## src/rtl/hazard_forward_unit_if.sv

```systemverilog
// RF-stage hazard/forwarding bundle: RF decode fields in, forwarding/stall/flush controls out.
// Purely a wiring bundle; no latency and no backpressure of its own.
// master = pipeline RF stage, slave = hazard_forward_unit.
interface hazard_forward_unit_if #(
    parameter int REG_W = 5,
    parameter int CNT_W = 16
);
    logic [REG_W-1:0] rn_RF;
    logic [REG_W-1:0] rm_RF;
    logic             useA_RF;
    logic             useB_RF;
    logic             useFlags_RF;
    logic [REG_W-1:0] regWrite_RF;
    logic             regWrite_E_RF;
    logic             mem_read_RF;
    logic             setFlag_RF;
    logic             branch_taken_RF;

    logic [1:0]       fwdA_RF;
    logic [1:0]       fwdB_RF;
    logic             fwdFlags_RF;
    logic             stall;
    logic             bubble_RF;
    logic             flush_IF;
    logic [CNT_W-1:0] stall_count;

    modport master (
        output rn_RF, rm_RF, useA_RF, useB_RF, useFlags_RF,
               regWrite_RF, regWrite_E_RF, mem_read_RF, setFlag_RF, branch_taken_RF,
        input  fwdA_RF, fwdB_RF, fwdFlags_RF, stall, bubble_RF, flush_IF, stall_count
    );

    modport slave (
        input  rn_RF, rm_RF, useA_RF, useB_RF, useFlags_RF,
               regWrite_RF, regWrite_E_RF, mem_read_RF, setFlag_RF, branch_taken_RF,
        output fwdA_RF, fwdB_RF, fwdFlags_RF, stall, bubble_RF, flush_IF, stall_count
    );
endinterface

```

## src/rtl/hazard_forward_unit.sv

```systemverilog
// Hazard detection and operand/flag forwarding from an EX/MEM/WB shadow of RF destination fields.
// Latency: controls are combinational in the same cycle; shadow slots advance one stage per clock.
// Backpressure: a load-use hit raises stall (hold IF/RF) and bubble (zero RF/EX) for one cycle.
module hazard_forward_unit #(
    parameter int REG_W = 5,
    parameter int CNT_W = 16
) (
    input  logic            clk,
    input  logic            reset,
    hazard_forward_unit_if.slave hf
);
    typedef struct packed {
        logic [REG_W-1:0] dst;
        logic             we;
        logic             ld;
        logic             sf;
    } slot_t;

    localparam logic [REG_W-1:0] XZR = '1;

    slot_t            ex_q, mem_q, wb_q;
    slot_t            ex_d;
    logic [CNT_W-1:0] cnt_q;

    logic hit_a_ex, hit_a_mem, hit_a_wb;
    logic hit_b_ex, hit_b_mem, hit_b_wb;
    logic stall_c;

    // XZR reads as zero everywhere, so a write to it is never a real producer.
    function automatic logic hit(input slot_t s, input logic [REG_W-1:0] src, input logic use_src);
        return use_src && s.we && (s.dst == src) && (src != XZR);
    endfunction

    function automatic logic [1:0] sel(input logic h_ex, input logic h_mem, input logic h_wb);
        if (h_ex)       return 2'b01;
        else if (h_mem) return 2'b10;
        else if (h_wb)  return 2'b11;
        else            return 2'b00;
    endfunction

    assign hit_a_ex  = hit(ex_q,  hf.rn_RF, hf.useA_RF);
    assign hit_a_mem = hit(mem_q, hf.rn_RF, hf.useA_RF);
    assign hit_a_wb  = hit(wb_q,  hf.rn_RF, hf.useA_RF);
    assign hit_b_ex  = hit(ex_q,  hf.rm_RF, hf.useB_RF);
    assign hit_b_mem = hit(mem_q, hf.rm_RF, hf.useB_RF);
    assign hit_b_wb  = hit(wb_q,  hf.rm_RF, hf.useB_RF);

    // Only EX can hold a load whose data is not yet available to the consumer.
    assign stall_c = ex_q.ld & (hit_a_ex | hit_b_ex);

    assign hf.fwdA_RF     = sel(hit_a_ex, hit_a_mem, hit_a_wb);
    assign hf.fwdB_RF     = sel(hit_b_ex, hit_b_mem, hit_b_wb);
    assign hf.fwdFlags_RF = hf.useFlags_RF & ex_q.sf;
    assign hf.stall       = stall_c;
    assign hf.bubble_RF   = stall_c;
    assign hf.flush_IF    = hf.branch_taken_RF & ~stall_c;
    assign hf.stall_count = cnt_q;

    always_comb begin
        ex_d = '0;
        if (!stall_c) begin
            ex_d.dst = hf.regWrite_RF;
            ex_d.we  = hf.regWrite_E_RF;
            ex_d.ld  = hf.mem_read_RF;
            ex_d.sf  = hf.setFlag_RF;
        end
    end

    always_ff @(posedge clk or negedge reset) begin
        if (!reset) begin
            ex_q  <= '0;
            mem_q <= '0;
            wb_q  <= '0;
            cnt_q <= '0;
        end else begin
            ex_q  <= ex_d;
            mem_q <= ex_q;
            wb_q  <= mem_q;
            if (stall_c && (cnt_q != {CNT_W{1'b1}}))
                cnt_q <= cnt_q + 1'b1;
        end
    end
endmodule

```

## src/flat_wrapper.sv

```systemverilog
// flat-port wrapper written by rule: the top's interface ports become plain ports
module hazard_forward_unit_flat 
#(
    parameter int REG_W = 5,
    parameter int CNT_W = 16
)
  (clk, reset, hf_rn_RF, hf_rm_RF, hf_useA_RF, hf_useB_RF, hf_useFlags_RF, hf_regWrite_RF, hf_regWrite_E_RF, hf_mem_read_RF, hf_setFlag_RF, hf_branch_taken_RF, hf_fwdA_RF, hf_fwdB_RF, hf_fwdFlags_RF, hf_stall, hf_bubble_RF, hf_flush_IF, hf_stall_count);
  hazard_forward_unit_if #(.REG_W(REG_W), .CNT_W(CNT_W)) hf_i ();
  input  logic clk;
  input  logic reset;
  input wire logic [$bits(hf_i.rn_RF)-1:0] hf_rn_RF;
  input wire logic [$bits(hf_i.rm_RF)-1:0] hf_rm_RF;
  input wire logic [$bits(hf_i.useA_RF)-1:0] hf_useA_RF;
  input wire logic [$bits(hf_i.useB_RF)-1:0] hf_useB_RF;
  input wire logic [$bits(hf_i.useFlags_RF)-1:0] hf_useFlags_RF;
  input wire logic [$bits(hf_i.regWrite_RF)-1:0] hf_regWrite_RF;
  input wire logic [$bits(hf_i.regWrite_E_RF)-1:0] hf_regWrite_E_RF;
  input wire logic [$bits(hf_i.mem_read_RF)-1:0] hf_mem_read_RF;
  input wire logic [$bits(hf_i.setFlag_RF)-1:0] hf_setFlag_RF;
  input wire logic [$bits(hf_i.branch_taken_RF)-1:0] hf_branch_taken_RF;
  output wire logic [$bits(hf_i.fwdA_RF)-1:0] hf_fwdA_RF;
  output wire logic [$bits(hf_i.fwdB_RF)-1:0] hf_fwdB_RF;
  output wire logic [$bits(hf_i.fwdFlags_RF)-1:0] hf_fwdFlags_RF;
  output wire logic [$bits(hf_i.stall)-1:0] hf_stall;
  output wire logic [$bits(hf_i.bubble_RF)-1:0] hf_bubble_RF;
  output wire logic [$bits(hf_i.flush_IF)-1:0] hf_flush_IF;
  output wire logic [$bits(hf_i.stall_count)-1:0] hf_stall_count;
  assign hf_i.rn_RF = hf_rn_RF;
  assign hf_i.rm_RF = hf_rm_RF;
  assign hf_i.useA_RF = hf_useA_RF;
  assign hf_i.useB_RF = hf_useB_RF;
  assign hf_i.useFlags_RF = hf_useFlags_RF;
  assign hf_i.regWrite_RF = hf_regWrite_RF;
  assign hf_i.regWrite_E_RF = hf_regWrite_E_RF;
  assign hf_i.mem_read_RF = hf_mem_read_RF;
  assign hf_i.setFlag_RF = hf_setFlag_RF;
  assign hf_i.branch_taken_RF = hf_branch_taken_RF;
  assign hf_fwdA_RF = hf_i.fwdA_RF;
  assign hf_fwdB_RF = hf_i.fwdB_RF;
  assign hf_fwdFlags_RF = hf_i.fwdFlags_RF;
  assign hf_stall = hf_i.stall;
  assign hf_bubble_RF = hf_i.bubble_RF;
  assign hf_flush_IF = hf_i.flush_IF;
  assign hf_stall_count = hf_i.stall_count;
  hazard_forward_unit #(.REG_W(REG_W), .CNT_W(CNT_W)) u_core (.clk(clk), .reset(reset), .hf(hf_i));
endmodule
```

## config.mk

```make
export PLATFORM = sky130hd
export DESIGN_NAME = hazard_forward_unit_flat
export DESIGN_NICKNAME = d
export VERILOG_FILES = /design/src/rtl/hazard_forward_unit_if.sv /design/src/rtl/hazard_forward_unit.sv /design/src/flat_wrapper.sv
export SDC_FILE = /design/constraint.sdc
export NUM_CORES = 1
export LEC_CHECK = 0
export ABC_AREA = 1
export CAP_MARGIN = 15
export CORE_ASPECT_RATIO = 1.4
export CORE_MARGIN = 2
export CORE_UTILIZATION = 52
export CTS_CLUSTER_DIAMETER = 80
export DETAILED_ROUTE_END_ITERATION = 10
export GPL_ROUTABILITY_DRIVEN = 0
export PLACE_DENSITY = 0.79
export REMOVE_ABC_BUFFERS = 1
export SYNTH_ARGS = -nofsm -noshare
export SYNTH_HDL_FRONTEND = slang
export SYNTH_SLANG_ARGS = --single-unit
```

## constraint.sdc

```tcl
create_clock -name clk -period 1.7 [get_ports clk]
set_clock_uncertainty 0.05 [all_clocks]
set_input_delay 0.34 -clock clk [delete_from_list [all_inputs] [get_ports clk]]
set_output_delay 0.34 -clock clk [all_outputs]
set_load 0.01 [all_outputs]
```

==> impl_metrics.tcl <==
set metrics [dict create \
    vias_per_cell 5.36 \
    timing.final.ws_setup_ns -0.328 \
    p_per_area_mw_per_mm2 576 \
    cts_max_path_buffers 2 \
    antenna_found_initial 0 \
    final_common_cell "nand2_1" \
    crit_top_cell "buf_6" \
    ys_ff_latch 36 \
    rsz0062_at_grt "yes" \
    placeableCoreArea_mm2 0.00427 \
    cts.root.buffer_cell "clkbuf_8" \
    worstSetupPathType "reg2out" \
    dr.pass1.iters 4 \
    seqPwrFrac_pct 46.9 \
    crit_arrival_ns 1.64 \
    pwr-share-comb_pct 23.1 \
    outcome "finished with violations" \
    grtUsageMet1_pct 31.7 \
    numCtsBuffers 5 \
    io_buffers 47 \
    diodes 0 \
    slowest_stage "dfrtp_2" \
    initial_core_util_pct 54.9 \
    min_period_ns 2.03 \
    synthDistinctLibCells 31 \
    layout.cells.non_filler 466 \
    cts.htree.levels 2 \
    grt.busiest_layer "met2" \
    grt_max_degree 37 \
    r2r_cells 11 \
    r2r-end "u_core.ex_q[4]" \
    cts_num_sinks 36 \
    clkLatencyLatePin_ns 0.29 \
    die-area_mm2 0.00508 \
    hp-class "in2async" \
    placementRows 28 \
    cp-end-kind "output port" \
    synth_warnings 0 \
    critPathRequiredTime_ns 1.31 \
    setup_viol 30 \
    final_cell_mix "69 x nand2_1, 38 x buf_4, 33 x nor2_1" \
    ir_drop_mv 0.576 \
    fin_crit_sh_pct 119 \
    hpwlAfterDp_um 4420 \
    grt_pass1_vias 2337 \
    slew_headroom_pct 69.3 \
    p_sw_share_pct 30.1 \
    fmax_mhz 493 \
    pin_count 48 \
    grt_overflow_total 0 \
    hold_viol 0 \
    die_h_um 83.5 \
    yosysSeqAreaShare_pct 38.4 \
    layout-drive-gt1-share_pct 39.2 \
    dp_cells 432 \
    dr_total_vias 2500 \
    maxCapViolCount 0 \
    final_antenna_net_count 0 \
    gr-usage-met3_pct 4.34 \
    use_met2_pct 48.2 \
    path_max_fanout 4 \
    worstMarginPinSlew_ns 0.458 \
    dieWidth_um 60.8 \
    syn_area_mm2 0.00235 \
    drc 0 \
    routed_wirelength_um 7290 \
    r2r-start "u_core.ex_q[4]" \
    drt_iter0_drc 164 \
    reg2reg_slack_ns -0.06 \
    ctsHoldBuffers 0 \
    final_nets 430 \
    cts.reportedPaths.clkPinSlew_ns 0.07 \
    start_kind "register" \
    clockPowerShare_pct 30.0 \
    cts_tree "built" \
    areaGrowthSynthToFinish_pct 47.8 \
    synthCells 308 \
    wire_per_inst_um 15.6 \
    power_switching_mw 0.602 \
    max_stage_delay_ns 0.42 \
    worstPathCellList "inv_2, nand2_2, nand3_2, nor2_4, nand3_4, a21boi_4, buf_6, buf_6" \
    p_int_mw 1.40 \
    violations "setup timing" \
    p_leak_nw 1.71 \
    post-route-util_pct 81.2 \
    grt_pass1_wl_um 10600 \
    grt.total_usage_pct 27.6 \
    avgSynthCellArea_um2 7.63 \
    slew_viol_final 0 \
]
## power groups by stage
stage,sequential (mW),clock [mW],combinational [mW]
after floorplan,0.964,0,0.160
final,0.938,0.600,0.461
after global placement,0.948,0,0.398
after global routing,0.944,0.662,0.499
after detailed placement,0.951,0,0.406
after CTS,0.934,0.610,0.423
## worst max path at each step
stage	slack [ns]	to	start	depth (start not counted)
2_1_floorplan	0.03	hf_flush_IF	u_core.ex_q[4]	7
3_3_place_gp	-0.97	hf_bubble_RF	hf_rn_RF[3]	8
3_5_place_dp	-0.99	hf_bubble_RF	hf_rn_RF[3]	8
4_1_cts	-0.31	hf_bubble_RF	u_core.ex_q[6]	8
5_1_grt	-0.40	hf_stall	u_core.ex_q[4]	8
6_report	-0.33	hf_bubble_RF	u_core.ex_q[4]	8
## what timing repair did
item,in CTS,in global routing
pin swaps,12,15
resized for setup,80,40
buffers inserted,12,14
cloned,1,0
endpoints found under the setup margin,42,41
## final cells by class
| type | instances | area (um^2) |
|---|---|---|
| clock buffers | 5 | 68.8 |
| inverters | 45 | 169 |
| multi-input cells | 222 | 1390 |
| fillers | 302 | 803 |
| repair buffers | 95 | 833 |
| flip-flops and latches | 36 | 918 |
| clock inverters | 3 | 18.8 |
| well taps | 60 | 75.1 |
## critical path, delay by kind of cell (launching register included)
kind,cells,cell delay [ns]
AO/OA/AOI/OAI,1,0.19
buffers and inverters,3,0.32
flip-flops,1,0.42
AND/OR/NAND/NOR,4,0.42
## cell families (layout without fill, tap and decap cells)
kind of cell	Yosys count	count (layout)	share of synthesized area [%]
simple gates	190	191	42.1
buf+inv	51	148	9.22
flops	36	36	38.4
compound gates	19	19	5.70
xor+xnor	11	11	4.10
fa+ha+maj	1	1	0.533
## routing by layer
layer / up-vias / wire length, um
li1: 1181 / -
met1: 1184 / 2570
met2: 107 / 4030
met3: 28 / 378
met4: 0 / 306
met5: - / 0
## Yosys cell counts (all sizes together)
cell    number  area, um^2
clkbuf       2        7.51
buf          4        40.0
nor3         5        25.0
nor2        43         211
nand4       24         165
dfrtp       36         901
o21ai        4        23.8
xor2         7        61.3
ha           1        12.5
nand3       19         143
a21oi        2        10.0
o211ai       3        22.5
nand3b       1        7.51
xnor2        4        35.0
o22ai        7        43.8
nand2       98         437
a21boi       3        33.8
inv         45         169
## registers in the layout (all words and copies together) (netlist names)
register / count
u_core.mem_q: 6
u_core.ex_q: 8
u_core.wb_q: 6
u_core.hf.stall_count: 16
## per-stage QoR
step | setup TNS [ns] | hold WS [ns] | setup slack [ns] | total power, mW | area (um^2)
2_1_floorplan | 0 | -0.00559 | 0.0278 | 1.12 | 2300
3_3_place_gp | -16.10 | 0.346 | -0.974 | 1.35 | 3030
5_1_grt | -5.02 | 0.380 | -0.399 | 2.10 | 3470
3_5_place_dp | -16.64 | 0.341 | -0.986 | 1.36 | 3030
4_1_cts | -2.09 | 0.359 | -0.311 | 1.97 | 3280
6_report | -2.69 | 0.360 | -0.328 | 2.00 | 3470
Power figures use the tool's default switching activity.
